[src/rtl/spi_tm_master_if.sv]
// Host-side request/response bundle for spi_tm_master.
// The master modport is the requesting controller; the slave modport is the serial engine.
interface spi_tm_master_if #(
  parameter int MAX_BYTES = 4,
  parameter int NB_W      = $clog2(MAX_BYTES + 1)
);
  logic                   i_Data_Ready;
  logic [7:0]             i_Cmd;
  logic                   i_Read;
  logic [NB_W-1:0]        i_Num_Bytes;
  logic [8*MAX_BYTES-1:0] i_Wr_Data;
  logic                   o_Busy;
  logic [8*MAX_BYTES-1:0] o_Rd_Data;
  logic                   o_Rd_Valid;

  modport master (
    output i_Data_Ready, i_Cmd, i_Read, i_Num_Bytes, i_Wr_Data,
    input  o_Busy, o_Rd_Data, o_Rd_Valid
  );

  modport slave (
    input  i_Data_Ready, i_Cmd, i_Read, i_Num_Bytes, i_Wr_Data,
    output o_Busy, o_Rd_Data, o_Rd_Valid
  );
endinterface

[src/rtl/spi_tm_master.sv]
// TM1638-style 3-wire serial master: one command byte, then 0..MAX_BYTES write or read bytes
// inside a single strobe-low window. All pad outputs come straight from flops.
module spi_tm_master #(
  parameter int CYCLES       = 1,
  parameter int MAX_BYTES    = 4,
  parameter int TWAIT_CYCLES = 25,
  parameter int PAUSE_CYCLES = 4,
  parameter int NB_W         = $clog2(MAX_BYTES + 1)
) (
  input  logic              i_Clk,
  input  logic              i_Rst_n,
  spi_tm_master_if.slave    host,
  output logic              o_SPI_Stb,
  output logic              o_SPI_Clk,
  output logic              o_SPI_Dio_Out,
  output logic              o_SPI_Dio_Oe,
  input  logic              i_SPI_Dio_In
);

  localparam int BW    = $clog2(MAX_BYTES + 2);
  localparam int CMAX0 = (CYCLES > TWAIT_CYCLES) ? CYCLES : TWAIT_CYCLES;
  localparam int CMAX  = (CMAX0 > PAUSE_CYCLES) ? CMAX0 : PAUSE_CYCLES;
  localparam int CW    = $clog2(CMAX + 1);
  localparam int DW    = 8 * MAX_BYTES;

  typedef enum logic [2:0] {
    S_IDLE     = 3'd0,
    S_LOAD     = 3'd1,
    S_BIT_LOW  = 3'd2,
    S_BIT_HIGH = 3'd3,
    S_WAIT     = 3'd4,
    S_PAUSE    = 3'd5
  } state_e;

  state_e          state_q, state_d;
  logic [CW-1:0]   cyc_q, cyc_d;
  logic [2:0]      bit_q, bit_d;
  logic [BW-1:0]   byte_q, byte_d;     // 0 = command byte, k+1 = data byte k
  logic [BW-1:0]   nbytes_q, nbytes_d;
  logic [7:0]      cmd_q, cmd_d;
  logic            read_q, read_d;
  logic [DW-1:0]   wr_data_q, wr_data_d;
  logic [7:0]      shreg_q, shreg_d;
  logic [DW-1:0]   rd_data_q, rd_data_d;
  logic            busy_q, busy_d;
  logic            rd_valid_q, rd_valid_d;
  logic            stb_q, stb_d;
  logic            sclk_q, sclk_d;
  logic            dout_q, dout_d;
  logic            oe_q, oe_d;

  logic [NB_W-1:0] nb_clamped_s;
  logic            rd_bit_s;
  logic [7:0]      byte_sel_s;

  function automatic logic [7:0] pick_byte(input logic [7:0] cmd, input logic [DW-1:0] wr,
                                           input logic [BW-1:0] idx);
    logic [7:0] b;
    b = cmd;
    for (int k = 0; k < MAX_BYTES; k++) begin
      b = (idx == BW'(k + 1)) ? wr[8*k +: 8] : b;
    end
    return b;
  endfunction

  function automatic logic [DW-1:0] put_byte(input logic [DW-1:0] d, input logic [BW-1:0] idx,
                                             input logic [7:0] b);
    logic [DW-1:0] r;
    r = d;
    for (int k = 0; k < MAX_BYTES; k++) begin
      r[8*k +: 8] = (idx == BW'(k + 1)) ? b : r[8*k +: 8];
    end
    return r;
  endfunction

  // Next-state, datapath and pad-output decode
  always_comb begin
    state_d    = state_q;
    cyc_d      = cyc_q;
    bit_d      = bit_q;
    byte_d     = byte_q;
    nbytes_d   = nbytes_q;
    cmd_d      = cmd_q;
    read_d     = read_q;
    wr_data_d  = wr_data_q;
    shreg_d    = shreg_q;
    rd_data_d  = rd_data_q;
    rd_valid_d = 1'b0;
    stb_d      = 1'b1;
    sclk_d     = 1'b1;
    dout_d     = 1'b0;
    oe_d       = 1'b0;
    byte_sel_s = 8'h00;

    nb_clamped_s = (host.i_Num_Bytes > NB_W'(MAX_BYTES)) ? NB_W'(MAX_BYTES) : host.i_Num_Bytes;
    rd_bit_s     = read_q && (byte_q != '0);

    case (state_q)
      S_IDLE: begin
        if (host.i_Data_Ready) begin
          cmd_d     = host.i_Cmd;
          // a zero-length read behaves exactly like a command-only write
          read_d    = host.i_Read && (nb_clamped_s != '0);
          nbytes_d  = BW'(nb_clamped_s);
          wr_data_d = host.i_Wr_Data;
          state_d   = S_LOAD;
        end else begin
          state_d = S_IDLE;
        end
      end
      S_LOAD: begin
        cyc_d   = '0;
        bit_d   = 3'd0;
        byte_d  = '0;
        shreg_d = 8'h00;
        if (read_q) begin
          rd_data_d = '0;
        end else begin
          rd_data_d = rd_data_q;
        end
        state_d = S_BIT_LOW;
      end
      S_BIT_LOW: begin
        if (cyc_q == CW'(CYCLES)) begin
          cyc_d   = '0;
          state_d = S_BIT_HIGH;
        end else begin
          cyc_d = cyc_q + CW'(1);
        end
      end
      S_BIT_HIGH: begin
        if ((cyc_q == '0) && rd_bit_s) begin
          shreg_d = {i_SPI_Dio_In, shreg_q[7:1]};
        end else begin
          shreg_d = shreg_q;
        end
        if (cyc_q == CW'(CYCLES)) begin
          cyc_d = '0;
          if (bit_q != 3'd7) begin
            bit_d   = bit_q + 3'd1;
            state_d = S_BIT_LOW;
          end else begin
            bit_d = 3'd0;
            if (rd_bit_s) begin
              rd_data_d = put_byte(rd_data_q, byte_q, shreg_q);
            end else begin
              rd_data_d = rd_data_q;
            end
            if (byte_q == nbytes_q) begin
              state_d = S_PAUSE;
            end else if ((byte_q == '0) && read_q) begin
              byte_d  = BW'(1);
              state_d = S_WAIT;
            end else begin
              byte_d  = byte_q + BW'(1);
              state_d = S_BIT_LOW;
            end
          end
        end else begin
          cyc_d = cyc_q + CW'(1);
        end
      end
      S_WAIT: begin
        if (cyc_q == CW'(TWAIT_CYCLES - 1)) begin
          cyc_d   = '0;
          state_d = S_BIT_LOW;
        end else begin
          cyc_d = cyc_q + CW'(1);
        end
      end
      S_PAUSE: begin
        if (cyc_q == CW'(PAUSE_CYCLES - 1)) begin
          cyc_d      = '0;
          rd_valid_d = read_q;
          state_d    = S_IDLE;
        end else begin
          cyc_d = cyc_q + CW'(1);
        end
      end
      default: begin
        state_d = S_IDLE;
      end
    endcase

    // Pads are decoded from the next state so they register alongside it
    byte_sel_s = pick_byte(cmd_q, wr_data_q, byte_d);
    case (state_d)
      S_BIT_LOW, S_BIT_HIGH: begin
        stb_d  = 1'b0;
        sclk_d = (state_d == S_BIT_HIGH);
        if (read_q && (byte_d != '0)) begin
          oe_d   = 1'b0;
          dout_d = 1'b0;
        end else begin
          oe_d   = 1'b1;
          dout_d = byte_sel_s[bit_d];
        end
      end
      S_WAIT: begin
        stb_d  = 1'b0;
        sclk_d = 1'b1;
        oe_d   = 1'b0;
        dout_d = 1'b0;
      end
      default: begin
        stb_d  = 1'b1;
        sclk_d = 1'b1;
        oe_d   = 1'b0;
        dout_d = 1'b0;
      end
    endcase

    busy_d = (state_d != S_IDLE);
  end

  // State and output registers
  always_ff @(posedge i_Clk or negedge i_Rst_n) begin
    if (!i_Rst_n) begin
      state_q    <= S_IDLE;
      cyc_q      <= '0;
      bit_q      <= 3'd0;
      byte_q     <= '0;
      nbytes_q   <= '0;
      cmd_q      <= 8'h00;
      read_q     <= 1'b0;
      wr_data_q  <= '0;
      shreg_q    <= 8'h00;
      rd_data_q  <= '0;
      busy_q     <= 1'b0;
      rd_valid_q <= 1'b0;
      stb_q      <= 1'b1;
      sclk_q     <= 1'b1;
      dout_q     <= 1'b0;
      oe_q       <= 1'b0;
    end else begin
      state_q    <= state_d;
      cyc_q      <= cyc_d;
      bit_q      <= bit_d;
      byte_q     <= byte_d;
      nbytes_q   <= nbytes_d;
      cmd_q      <= cmd_d;
      read_q     <= read_d;
      wr_data_q  <= wr_data_d;
      shreg_q    <= shreg_d;
      rd_data_q  <= rd_data_d;
      busy_q     <= busy_d;
      rd_valid_q <= rd_valid_d;
      stb_q      <= stb_d;
      sclk_q     <= sclk_d;
      dout_q     <= dout_d;
      oe_q       <= oe_d;
    end
  end

  assign host.o_Busy     = busy_q;
  assign host.o_Rd_Data  = rd_data_q;
  assign host.o_Rd_Valid = rd_valid_q;
  assign o_SPI_Stb       = stb_q;
  assign o_SPI_Clk       = sclk_q;
  assign o_SPI_Dio_Out   = dout_q;
  assign o_SPI_Dio_Oe    = oe_q;

endmodule
[src/flat_wrapper.sv]
// flat-port wrapper written by rule: the top's interface ports become plain ports
module spi_tm_master_flat 
#(
  parameter int CYCLES       = 1,
  parameter int MAX_BYTES    = 4,
  parameter int TWAIT_CYCLES = 25,
  parameter int PAUSE_CYCLES = 4,
  parameter int NB_W         = $clog2(MAX_BYTES + 1)
)
  (i_Clk, i_Rst_n, o_SPI_Stb, o_SPI_Clk, o_SPI_Dio_Out, o_SPI_Dio_Oe, i_SPI_Dio_In, host_i_Data_Ready, host_i_Cmd, host_i_Read, host_i_Num_Bytes, host_i_Wr_Data, host_o_Busy, host_o_Rd_Data, host_o_Rd_Valid);
  spi_tm_master_if #(.MAX_BYTES(MAX_BYTES), .NB_W(NB_W)) host_i ();
  input  logic i_Clk;
  input  logic i_Rst_n;
  output logic o_SPI_Stb;
  output logic o_SPI_Clk;
  output logic o_SPI_Dio_Out;
  output logic o_SPI_Dio_Oe;
  input  logic i_SPI_Dio_In;
  input wire logic [$bits(host_i.i_Data_Ready)-1:0] host_i_Data_Ready;
  input wire logic [$bits(host_i.i_Cmd)-1:0] host_i_Cmd;
  input wire logic [$bits(host_i.i_Read)-1:0] host_i_Read;
  input wire logic [$bits(host_i.i_Num_Bytes)-1:0] host_i_Num_Bytes;
  input wire logic [$bits(host_i.i_Wr_Data)-1:0] host_i_Wr_Data;
  output wire logic [$bits(host_i.o_Busy)-1:0] host_o_Busy;
  output wire logic [$bits(host_i.o_Rd_Data)-1:0] host_o_Rd_Data;
  output wire logic [$bits(host_i.o_Rd_Valid)-1:0] host_o_Rd_Valid;
  assign host_i.i_Data_Ready = host_i_Data_Ready;
  assign host_i.i_Cmd = host_i_Cmd;
  assign host_i.i_Read = host_i_Read;
  assign host_i.i_Num_Bytes = host_i_Num_Bytes;
  assign host_i.i_Wr_Data = host_i_Wr_Data;
  assign host_o_Busy = host_i.o_Busy;
  assign host_o_Rd_Data = host_i.o_Rd_Data;
  assign host_o_Rd_Valid = host_i.o_Rd_Valid;
  spi_tm_master #(.CYCLES(CYCLES), .MAX_BYTES(MAX_BYTES), .TWAIT_CYCLES(TWAIT_CYCLES), .PAUSE_CYCLES(PAUSE_CYCLES), .NB_W(NB_W)) u_core (.i_Clk(i_Clk), .i_Rst_n(i_Rst_n), .host(host_i), .o_SPI_Stb(o_SPI_Stb), .o_SPI_Clk(o_SPI_Clk), .o_SPI_Dio_Out(o_SPI_Dio_Out), .o_SPI_Dio_Oe(o_SPI_Dio_Oe), .i_SPI_Dio_In(i_SPI_Dio_In));
endmodule
[config.mk]
export PLATFORM = sky130hd
export DESIGN_NAME = spi_tm_master_flat
export DESIGN_NICKNAME = d
export VERILOG_FILES = /design/src/rtl/spi_tm_master_if.sv /design/src/rtl/spi_tm_master.sv /design/src/flat_wrapper.sv
export SDC_FILE = /design/constraint.sdc
export NUM_CORES = 1
export LEC_CHECK = 0
export ABC_AREA = 1
export BUFFER_PORTS_ARGS = -buffer_cell sky130_fd_sc_hd__buf_2
export CAP_MARGIN = 15
export CELL_PAD_IN_SITES_DETAIL_PLACEMENT = 1
export CELL_PAD_IN_SITES_GLOBAL_PLACEMENT = 2
export CORE_MARGIN = 2
export CORE_UTILIZATION = 31
export CTS_BUF_LIST = sky130_fd_sc_hd__clkbuf_4
export CTS_CLUSTER_DIAMETER = 30
export CTS_CLUSTER_SIZE = 10
export DETAILED_ROUTE_END_ITERATION = 10
export PLACE_DENSITY = 0.79
export SETUP_SLACK_MARGIN = 0.05
export SLEW_MARGIN = 20
export SYNTH_ARGS = -nofsm -noshare
export SYNTH_HDL_FRONTEND = slang
export SYNTH_SLANG_ARGS = --single-unit
[constraint.sdc]
create_clock -name i_Clk -period 2.3 [get_ports i_Clk]
set_input_delay 0 -clock i_Clk [delete_from_list [all_inputs] [get_ports i_Clk]]
set_output_delay 0 -clock i_Clk [all_outputs]
set_load 0.005 [all_outputs]
Word level (Yosys, flattened, before mapping)
Index checks and enable logic that the tools add are counted.
{"block": "totals", "regBits": 104, "latchBits": 0, "mem_bits_rw": 0, "mem_bits_ro": 0, "in_bits": 48, "output_inout_bits": 38, "elab_cells": 124, "memories": 0}
{"block": "classes", "n_addsub": 3, "n_mul": 0, "div": 0, "n_lt_le_gt_ge": 2, "n_eq_ne": 30, "shift": 0, "mux": 47, "n_bitwise": 0, "reduce_logical": 23}
{"operator": "$mux 32", "count": 4}
{"operator": "$mux 8", "count": 9}
{"operator": "$pmux 32 s2", "count": 1}
{"operator": "$mux 3", "count": 14}
{"operator": "$eq 3x2->1 const B", "count": 8}
{"operator": "$reduce_and 6->1", "count": 4}
{"operator": "$pmux 5 s4", "count": 1}
{"operator": "$pmux 3 s6", "count": 1}
{"operator": "$ne 2x1->1 const B", "count": 8}
{"operator": "$pmux 8 s2", "count": 1}
{"operator": "$eq 3x3->1 const B", "count": 5}
{"operator": "$mux 5", "count": 3}
{"operator": "$pmux 3 s2", "count": 2}
{"operator": "$reduce_bool 3->1", "count": 4}
{"operator": "$mux 1", "count": 10}
{"operator": "$eq 3x1->1 const B", "count": 3}
{"operator": "$add 3x1->3 const B", "count": 2}
{"operator": "$logic_not 3->1", "count": 2}
{"operator": "$add 5x1->5 const B", "count": 1}
{"operator": "$eq 5x1->1 const B", "count": 1}
{"operator": "$eq 5x2->1 const B", "count": 1}
{"operator": "$eq 5x5->1 const B", "count": 1}
{"operator": "$logic_and 1x1->1", "count": 5}
{"operator": "$logic_not 5->1", "count": 1}
{"operator": "other kinds (11)", "count": 13}

Longest topological paths before layout
Gate-level depths: netlist of run 1.
{"block": "logic_depth", "word_depth": 16, "mapped_depth": 21, "mapped_depth_nobuf": 20}

Least setup slack after synthesis of run 1
Ideal clock, no wire load.
{"block": "synth_timing", "path_type": "register to register", "from": "reg u_core.bit_q[0]", "to": "reg u_core.dout_q (netlist: u_core.o_SPI_Dio_Out)", "setup_ns": 0.116, "t_arrival_ns": 2.209, "t_required_ns": 2.184, "setup_slack_ns": -0.025, "stages_incl_launch_ff": 19, "n_path_buf": 0, "path_cell_list": "dfrtp_1 > ha_1 > ha_1 > inv_1 > nor2_4 > a21oi_1 > nor2_2 > nor2_4 > nand2_4 > nor2_8 > inv_2 > nor2_1 > nor2_1 > nand2_1 > a21oi_1 > nand2_1 > nand2_1 > nor2_2 > nor2_2"}
{"block": "synth_between", "elab_chain_cells": 13, "elab_cells_between_ends": 28, "classes_between": "add/sub (1); eq/ne (7); mux (17); reduce/logical (3)"}
{"element": "from (decl)", "line": "spi_tm_master.sv:37", "source": "logic [2:0] bit_q, bit_d;"}
{"element": "from (signal assigned)", "line": "spi_tm_master.sv:238", "source": "bit_q <= bit_d;"}
{"element": "$ne 3x3->1", "line": "spi_tm_master.sv:139", "source": "if (bit_q != 3'd7) begin"}
{"element": "$mux 3", "line": "spi_tm_master.sv:139"}
{"element": "$mux 3", "line": "spi_tm_master.sv:137", "source": "if (cyc_q == CW'(CYCLES)) begin"}
{"element": "$pmux 3 s2", "line": "spi_tm_master.sv:98", "source": "case (state_q)"}
{"element": "$eq 3x1->1", "line": "spi_tm_master.sv:61", "source": "b = (idx == BW'(k + 1)) ? wr[8*k +: 8] : b;"}
{"element": "$mux 8 (4 in series)", "line": "spi_tm_master.sv:61"}
{"element": "$bmux 1 s3", "line": "spi_tm_master.sv:196", "source": "dout_d = byte_sel_s[bit_d];"}
{"element": "$mux 1 (not written as such)", "line": "spi_tm_master.sv:196"}
{"element": "$mux 1", "line": "spi_tm_master.sv:191", "source": "if (read_q && (byte_d != '0)) begin"}
{"element": "$mux 1 *", "line": "spi_tm_master.sv:187", "source": "case (state_d)"}
{"element": "named net u_core.dout_d", "line": "spi_tm_master.sv:49", "source": "logic dout_q, dout_d;"}
{"element": "to (signal assigned)", "line": "spi_tm_master.sv:250", "source": "dout_q <= dout_d;"}
{"element": "to (decl)", "line": "spi_tm_master.sv:49"}
The timed path passes the listed nets; every way through them passes the cells marked *. The select of a mux whose other input is x is not followed.
A chain may end at the register's enable or synchronous reset.

Worst setup path in the final report of run 1
{"block": "layout_timing", "from": "reg u_core.bit_q[1]", "to": "reg u_core.dout_q (netlist: u_core.o_SPI_Dio_Out)"}
The elaborated chain is that of the path after synthesis.

==> results of run 1 <==
[metrics by stage]
| stage | setup TNS (ps) | hold WS [ps] | cell area [µm²] | utilization |
|---|---|---|---|---|
| floorplan | 0 | -296 | 5030 | - |
| global placement | -101 | 18.5 | 6100 | 0.384 |
| detailed placement | -171 | 26.3 | 6100 | 0.384 |
| CTS | -94.2 | 1.09 | 6960 | 0.438 |
| global route | -357 | 59.1 | 7080 | 0.445 |
| finish | -182 | 31.1 | 7080 | 0.445 |
[sequential cells by signal (all words and copies together) (netlist names)]
signal,flops
u_core.bit_q,3
u_core.byte_q,3
u_core.cmd_q,8
u_core.cyc_q,5
u_core.host.o_Busy,1
u_core.host.o_Rd_Data,32
u_core.host.o_Rd_Valid,1
u_core.nbytes_q,3
u_core.o_SPI_Clk,1
u_core.o_SPI_Dio_Oe,1
u_core.o_SPI_Dio_Out,1
u_core.o_SPI_Stb,1
u_core.read_q,1
u_core.shreg_q,8
u_core.state_q,3
u_core.wr_data_q,32
[power groups by stage]
| stage | Combinational, mW | Clock [mW] | Sequential [mW] |
|---|---|---|---|
| 6_report | 0.149 | 0.996 | 1.83 |
| 5_1_grt | 0.167 | 1.10 | 1.83 |
| 4_1_cts | 0.152 | 1.03 | 1.83 |
| 3_5_place_dp | 0.0849 | 0 | 1.86 |
| 3_3_place_gp | 0.0821 | 0 | 1.86 |
| 2_1_floorplan | 0.000610 | 0 | 1.86 |
[worst paths after layout]
check                                     startpoint                    to  cells past startpoint
worst min register to register  u_core.wr_data_q[28]  u_core.wr_data_q[28]                      2
max in group asynchronous                    i_Rst_n  u_core.wr_data_q[18]                      4
worst min-delay path               host_i_Data_Ready       u_core.cmd_q[7]                      5
min in group asynchronous                    i_Rst_n     u_core.shreg_q[5]                      4
worst max-delay path                 u_core.bit_q[1]  u_core.o_SPI_Dio_Out                     21
worst max register to register       u_core.bit_q[1]  u_core.o_SPI_Dio_Out                     21
[placed cells by master, fill, tap and decap left out, types with 3 or more instances in the layout]
master / netlist / layout
nand2_1: 235 / 233
dfrtp_1: 102 / 102
buf_2: 0 / 84
inv_1: 59 / 56
dlygate4sd3_1: 0 / 52
buf_4: 2 / 50
o21ai_0: 50 / 49
nor2_1: 34 / 33
nand3_1: 23 / 18
clkbuf_4: 0 / 9
inv_2: 5 / 8
nand4_1: 8 / 8
a21oi_1: 14 / 8
o21a_1: 8 / 8
nor2_4: 4 / 7
nand2_2: 8 / 7
buf_12: 0 / 7
a21oi_2: 0 / 6
nor3_1: 6 / 6
buf_6: 1 / 6
nor2_2: 7 / 5
nand3_2: 2 / 5
ha_1: 10 / 5
nand2_4: 1 / 4
ha_4: 0 / 4
inv_6: 0 / 4
nand3_4: 1 / 3
o22ai_1: 3 / 3
[per-layer routing]
layer	part of all wire	wire length (µm)	track usage	vias to the layer above
li1	-	-	-	2339
met1	0.44	6480	0.207	2310
met2	0.51	7540	0.327	68
met3	0.022	324	0.0305	24
met4	0.021	313	0.0610	0
met5	0	0	0	-
[cell type report]
type | count | area, µm²
diodes | 1 | 2.50
clock buffers | 9 | 67.6
clock inverters | 7 | 78.8
fillers | 1953 | 8810
inverters | 65 | 249
multi-input cells | 433 | 2280
flip-flops and latches | 104 | 2610
well taps | 216 | 270
repair buffers | 199 | 1520
[timing repair]
action                                 4_1_cts  5_1_grt
setup buffers                                5        5
hold buffers                                53        0
pin swaps                                   20       12
cloned                                       0        0
resized for setup                           28       18
setup endpoints to repair                    1       20
endpoints found under the hold margin      148        0
[tightest hold or removal path, cell delays in order]
cell and delay (ps):
buf_2 100, nand3_1 120, inv_2 150, nand2_1 90, nand2_1 40
[cell families after synthesis]
group                      after synthesis  synth area share
AOI/OAI and AO/OA                       85             0.100
adders and majority gates               10            0.0249
xor gates and xnor gates                 2           0.00348
and+or+nand+nor                        336             0.289
buffers and inverters                   82            0.0645
DFF                                    104             0.518
==> metrics.yaml, run 1 <==
status: "finished, violations left"
violations: "negative setup slack"
clk_pin_slew_worst_paths_ps: 190
cp_num_buf_inv: 3
worstHoldPathType: "primary input to flip-flop"
grt_setup_unrepaired: "yes"
grt_use_total: 0.177
gp_congestion: 0.825
finalCriticalPeriod_ps: 2480
h-tree-depth: 3
internal-power_mw: 2.18
synth-edff-count: 0
worstPathArrival_ps: 2910
fin_ws_ps: -182
io_buffer_count: 85
die_w_um: 131
synth_flop_cell: "dfrtp_1"
synth-seq-cells: 104
placed_cells: 954
avgSynthCellArea_um2: 8.12
reg2reg_slack_ps: -180
first_pass_iters: 4
syn2layout_area_growth_pct: 40.8
drive_above_1_share: 0.275
switching_share: 0.266
pre_cts_slack_ps: -171
synth_top_area_cell: "dfrtp_1"
synthCells: 619
drv_slew: 0
skew_ps: 32.2
drt_wl_total_mm: 14.7
crit_slowest_cell: "dfrtp_1"
yosysTopAreaCellShare: 0.508
grt_pass1_wl_mm: 24.9
cts.path.max_buffers: 2
overflow: 0
die_area_um2: 17300
switching_power_uw: 793
crit_family: "simple AND/OR/NAND/NOR gates"
first_global_vias: 5167
synthTopCellsByCount: "nand2_1, dfrtp_1, inv_1"
final-hold-violation-count: 0
dp_hpwl_mm: 10.5
rows: 46
cap_viol_max_count: 0
max_slew_margin: 0.714
critPathKind: "flip-flop to flip-flop"
p_leak_nw: 3.64
layout.cells.non_filler: 1034
syn-cell-area_um2: 5030
synth_area_leaders: "dfrtp_1, nand2_1, o21ai_0"
required_ps: 2730
max_stage_delay_ps: 440
drt.antenna.violating_nets: 0
cts-buffers-inserted: 9
nNetsFinal: 870
ys_warn_count: 0
cts_tree: "built"
root_buffer: "clkbuf_4"
cp_max_fo: 6
finalPower_mw: 2.98
setup_viol: 1
route.detailed.wl_per_inst_um: 14.2
cp_cell_sequence: "ha_4, ha_4, inv_2, nor2_4, nand2_2, nand2_2, nand3_2, nand2_4, buf_6, nand2_4, nor2_8, buf_6, nor2_1, nand2_1, nand2_1, nand2_1, nand2_1, nand2_1, nand3_1, nand2_1, nor2_2"
ir_drop_mv: 0.333
drtIter0Drc: 154
synth_nets: 677
fin_crit_sh: 1.08
tightest_slew_ps: 429
yosysMostFrequentCell: "nand2_1"
combPwrFrac: 0.050
core_um2: 15900
critPathLaunchType: "flip-flop"
clockPowerShare: 0.335
power_frac_seq: 0.615
worstSetupEndpointType: "flip-flop"
ys_seq_area_frac: 0.518
vias: 4741
clock_latency_ps: 520
grt_start_max_net_pins: 66
synthArstFlopShare: 1.00
p_per_area_nw_per_um2: 421
cpMostUsedCell: "nand2_1"
initial_core_util: 0.316
clock_sinks: 104
die_height_um: 131
fmax_mhz: 403
io_pins: 86
drc: 0
ys_types: 40
antenna_found_initial: 1
vias_per_cell: 4.59
(Power assumes the default switching activity.)
==> run 2, diff against run 1 <==
--- a/config.mk
+++ b/config.mk
@@ -16,7 +16,7 @@
 export CTS_CLUSTER_DIAMETER = 30
 export CTS_CLUSTER_SIZE = 10
 export DETAILED_ROUTE_END_ITERATION = 10
-export PLACE_DENSITY = 0.79
+export PLACE_DENSITY = 0.9
 export SETUP_SLACK_MARGIN = 0.05
 export SLEW_MARGIN = 20
 export SYNTH_ARGS = -nofsm -noshare
==> metrics.yaml, run 2 (synthesis gave the netlist of run 1 again) <==
status: "finished, violations left"
violations: "negative setup slack"
layout.cells.non_filler: 1021  # -1.3%
cp_max_fo: 5  # -1
p_leak_nw: 3.55  # -2.7%
placed_cells: 950  # -0.42%
grt_use_total: 0.177  # -0.000749
drc: 0  # unchanged
antenna_cells: 0  # -1
final_cell_mix: "nand2_1, dfrtp_1, buf_2"
vias: 4678  # -1.3%
clk_pin_slew_worst_paths_ps: 180  # about the same
syn2layout_area_growth_pct: 36.4
grt_start_max_net_pins: 54  # -18%
core_um2: 15900  # unchanged
route.detailed.wl_per_inst_um: 14.2  # +0.44%
tightest_slew_ps: 715  # +285 ps
cts.path.max_buffers: 2  # unchanged
die_height_um: 131  # unchanged
cap_viol_max_count: 0  # unchanged
timing.hold.ws_ps: 64.6  # +33.5 ps
first_global_vias: 5080  # -1.7%
drt.antenna.violating_nets: 0  # unchanged
ir_drop_mv: 0.304  # -8.6%
antenna_found_initial: 0  # -1
rr_worst_depth: 20  # -4.8%
p_per_area_nw_per_um2: 433  # +3.0%
dp_hpwl_mm: 10.4  # -0.59%
fin_ws_ps: -232  # -50.7 ps
root_buffer: "clkbuf_4"
drt_wl_total_mm: 14.5  # -0.82%
drive_above_1_share: 0.256  # -0.0195
rows: 46  # unchanged
die_area_um2: 17300  # unchanged
h-tree-depth: 3  # unchanged
pre_cts_slack_ps: -163  # +7.58 ps
max_slew_margin: 0.524  # -0.190
critPathLaunchType: "flip-flop"
startpoint: "u_core.byte_q[1]"
initial_core_util: 0.316  # unchanged
overflow: 0  # unchanged
rr_endpoint: "u_core.o_SPI_Dio_Out"
clock_latency_ps: 500  # -20 ps
cts_tree: "built"
io_pins: 86  # unchanged
vias_per_cell: 4.58  # about the same
clock_sinks: 104  # unchanged
drtIter0Drc: 188  # +22%
grt_pass1_wl_mm: 24.8  # -0.16%
critPathCapture: "u_core.o_SPI_Dio_Out"
rr_startpoint: "u_core.byte_q[1]"
cts-buffers-inserted: 9  # unchanged
skew_ps: 17.4  # -14.8 ps
gp_congestion: 0.795  # -3.6%
grt_setup_unrepaired: "yes"
first_pass_iters: 4  # unchanged
final-hold-violation-count: 0  # unchanged
finalPower_mw: 2.97  # -0.25%
worstHoldPathType: "primary input to async pin"
fmax_mhz: 395  # -2.0%
critPathKind: "flip-flop to flip-flop"
finalCriticalPeriod_ps: 2530  # +50.7 ps
io_buffer_count: 85  # unchanged
nNetsFinal: 858  # -1.4%
worstSetupEndpointType: "flip-flop"
final_common_cell: "nand2_1"
reg2reg_slack_ps: -230  # -50 ps
drv_slew: 0  # unchanged
worstPathArrival_ps: 2970  # +60 ps
die_w_um: 131  # unchanged
setup_viol: 1  # unchanged
required_ps: 2740  # about the same
fin_crit_sh: 1.10  # +0.0221
run 2: changes by cell type in the layout (fill, tap and decap cells not counted), sizes merged:
cell / before / now
buf: 147 / 135
dlygate4sd3: 52 / 51
diode: 1 / 0
nor2: 46 / 47
clkinv: 3 / 2
inv: 69 / 70
run 2: through the flow:
step / utilization / TNS [ps] / instance area, µm²
detailed placement: 0.381 / -163 / 6050
global route: 0.432 / -384 / 6860
finish: 0.432 / -232 / 6860
floorplan: - / 0 / 5030
global placement: 0.381 / -70.4 / 6050
CTS: 0.424 / -148 / 6730
run 2: power breakdown:
group	switching (mW)	total [mW]	internal, mW	leakage, nW
registers	0	1.83	1.83	1.39
clock network	0.730	0.993	0.263	0.0785
logic	0.0598	0.145	0.0852	2.08
total	0.790	2.97	2.18	3.55
run 2: repair_timing:
action	in CTS	in global routing
gates cloned	0	1
setup endpoints to repair	1	3
hold endpoints to repair	98	0
pin swaps	3	15
hold buffers	51	0
buffers inserted	1	2
resized for setup	5	22
run 2: worst min-delay path by stage:
stage	start	endpoint	slack, ps
finish	i_Rst_n	u_core.host.o_Rd_Valid	60
global placement	i_Rst_n	u_core.host.o_Rd_Valid	80
CTS	i_Rst_n	u_core.host.o_Rd_Data[29]	70
global route	i_Rst_n	u_core.host.o_Rd_Valid	110
detailed placement	i_Rst_n	u_core.host.o_Rd_Valid	90
floorplan	i_Rst_n	u_core.bit_q[0]	-300
run 2: layout make-up:
type / instances / area (µm²)
clock inverter: 7 / 73.8
clock buffer: 9 / 67.6
fill: 1978 / 9030
inverter: 65 / 249
tap: 216 / 270
multi-input combinational: 434 / 2220
timing repair buffer: 186 / 1360
sequential: 104 / 2610
run 2: worst max-delay path, cell delays in order, from the launching register on:
cell     delay [ps]
dfrtp_2         500
ha_4            200
ha_4            260
inv_2            30
nand2_2          50
nand3_2         100
nand2_4          90
nor2_4           40
nor2_4          230
nand2_4         140
nor2_4          150
nand2_1          60
nand3_1          70
nand2_1          70
nand2_1          70
nand2_1          60
nand2_1          60
nand2_1          60
nand3_2          70
nand2_2          50
nor2_2          110
run 2: routing by layer:
| metal | vias to the layer above | track usage | part of all wire |
|---|---|---|---|
| met2 | 71 | 0.331 | 0.53 |
| met3 | 14 | 0.0347 | 0.025 |
| met1 | 2280 | 0.205 | 0.43 |
| met5 | - | 0 | 0 |
| met4 | 0 | 0.0489 | 0.017 |
| li1 | 2313 | - | - |
==> run 3, diff against run 2 <==
--- a/config.mk
+++ b/config.mk
@@ -11,12 +11,12 @@
 export CELL_PAD_IN_SITES_DETAIL_PLACEMENT = 1
 export CELL_PAD_IN_SITES_GLOBAL_PLACEMENT = 2
 export CORE_MARGIN = 2
-export CORE_UTILIZATION = 31
+export CORE_UTILIZATION = 37
 export CTS_BUF_LIST = sky130_fd_sc_hd__clkbuf_4
 export CTS_CLUSTER_DIAMETER = 30
 export CTS_CLUSTER_SIZE = 10
 export DETAILED_ROUTE_END_ITERATION = 10
-export PLACE_DENSITY = 0.9
+export PLACE_DENSITY = 0.95
 export SETUP_SLACK_MARGIN = 0.05
 export SLEW_MARGIN = 20
 export SYNTH_ARGS = -nofsm -noshare
==> constraint.sdc (replaced) <==
create_clock -name i_Clk -period 3 [get_ports i_Clk]
set_input_delay 0 -clock i_Clk [delete_from_list [all_inputs] [get_ports i_Clk]]
set_output_delay 0 -clock i_Clk [all_outputs]
set_load 0.005 [all_outputs]
==> metrics.yaml, run 3 (synthesis gave the netlist of run 1 again) <==
drt_wl_total_mm: 13.5  # -7.1%
initial_core_util: 0.380  # +0.0632
layout.cells.non_filler: 935  # -8.4%
crit_slowest_cell: "dlygate4sd3_1"
drv_slew: 0  # unchanged
root_buffer: "clkbuf_4"
critPathLaunchType: "flip-flop"
skew_ps: 16.7  # -0.654 ps
worstPathArrival_ps: 3180  # +210 ps
route.detailed.wl_per_inst_um: 14.4  # +1.5%
first_pass_iters: 4  # unchanged
rr_startpoint: "u_core.state_q[1]"
first_global_vias: 4778  # -5.9%
clock_sinks: 104  # unchanged
die_height_um: 121  # -8.2%
clock_latency_ps: 490  # about the same
drt.antenna.violating_nets: 0  # unchanged
drive_above_1_share: 0.188  # -0.0675
cp_max_fo: 37  # +32
dpl_cell_area_um2: 5640  # -6.8%
cts_setup_buffers: 0  # -1
required_ps: 3450  # +710 ps
io_pins: 86  # unchanged
cts_tree: "built"
nNetsFinal: 812  # -5.4%
antenna_found_initial: 0  # unchanged
fmax_mhz: 365  # -7.4%
h-tree-depth: 3  # unchanged
worstSetupEndpointType: "flip-flop"
overflow: 0  # unchanged
startpoint: "u_core.state_q[1]"
p_per_area_nw_per_um2: 370  # -15%
fin_area_um2: 6330  # -7.7%
vias: 4465  # -4.6%
final_cell_mix: "nand2_1, dfrtp_1, buf_2"
vias_per_cell: 4.78  # +4.2%
grt_use_total: 0.196  # +0.0189
cts-buffers-inserted: 9  # unchanged
max_stage_delay_ps: 560  # +60 ps
cap_viol_max_count: 0  # unchanged
finalCriticalPeriod_ps: 2740  # +204 ps
die_area_um2: 14500  # -16%
fin_setup_tns_ps: 0  # +232 ps
dp_hpwl_mm: 9.70  # -6.9%
syn2layout_area_growth_pct: 25.8
grt_pass1_wl_mm: 22.6  # -9.1%
tightest_slew_ps: 929  # +215 ps
placed_cells: 867  # -8.7%
grt_setup_unrepaired: "no"
ir_drop_mv: 0.257  # -16%
cp_cell_sequence: "nor2_1, nand3_1, buf_4, nor2_1, nand2_1, dlygate4sd3_1, nand2_1, dlygate4sd3_1"
die_w_um: 121  # -8.2%
core_um2: 13200  # -17%
critPathKind: "flip-flop to flip-flop"
drc: 0  # unchanged
final-hold-violation-count: 0  # unchanged
gp_congestion: 0.798  # +0.33%
timing.hold.ws_ps: 55.6  # -9.00 ps
io_buffer_count: 85  # unchanged
status: "finished, final reports clean"
worstHoldPathType: "primary input to async pin"
cts.path.max_buffers: 2  # unchanged
setup_viol: 0  # -1
antenna_cells: 0  # unchanged
drtIter0Drc: 164  # -13%
final_common_cell: "nand2_1"
rows: 42  # -8.7%
clk_pin_slew_worst_paths_ps: 170  # about the same
grt_start_max_net_pins: 57  # +5.6%
p_leak_nw: 3.29  # -7.3%
max_slew_margin: 0.376  # -0.147
fin_crit_sh: 0.912  # -0.189
post-route-util: 0.478  # +0.0461
run 3: worst paths after layout:
check                                            end  slack, ps  cells past startpoint
worst max-delay path              u_core.nbytes_q[1]        260                      8
worst min-delay path              u_core.nbytes_q[1]         60                      2
worst max register to register    u_core.nbytes_q[1]        260                      8
worst min register to register  u_core.wr_data_q[16]        500                      2
max in group asynchronous           u_core.o_SPI_Clk       2180                      3
min in group i_Clk                 u_core.state_q[0]         70                      3
run 3: area by class of cell:
| cell class | count | area [µm²] |
|---|---|---|
| clock buffers | 9 | 67.6 |
| clock inverters | 7 | 93.8 |
| fillers | 1650 | 6920 |
| inverters | 65 | 245 |
| multi-input cells | 433 | 2100 |
| flip-flops and latches | 104 | 2610 |
| well taps | 176 | 220 |
| repair buffers | 141 | 991 |
run 3: metrics by stage:
stage	worst slack [ps]	total power [mW]
finish	264	2.34
floorplan	675	1.43
detailed placement	320	1.49
CTS	279	2.37
global placement	465	1.49
global route	90.5	2.43
run 3: timing repair:
item | 4_1_cts | 5_1_grt
hold endpoints to repair | 93 | 0
endpoints found under the setup margin | 0 | 1
hold buffers | 52 | 0
gates resized for setup | 0 | 1
run 3: routing by layer:
layer,track usage,vias up,wire length [µm]
met3,0.0467,10,429
met5,0,-,0
met1,0.237,2175,6000
met4,0.0414,0,112
met2,0.353,64,6960
li1,-,2216,-
run 3: critical path: cells and delay by family (launching register included):
family / cells / cell delay, ps
and+or+nand+nor: 5 / 800
buffers and inverters: 3 / 1440
DFF: 1 / 470
run 3: report_power, final:
part           leakage [nW]  internal (mW)  total (mW)  switching (mW)
Sequential             1.39           1.40        1.40               0
Combinational          1.82         0.0645       0.110          0.0457
Clock                0.0823          0.338       0.825           0.487
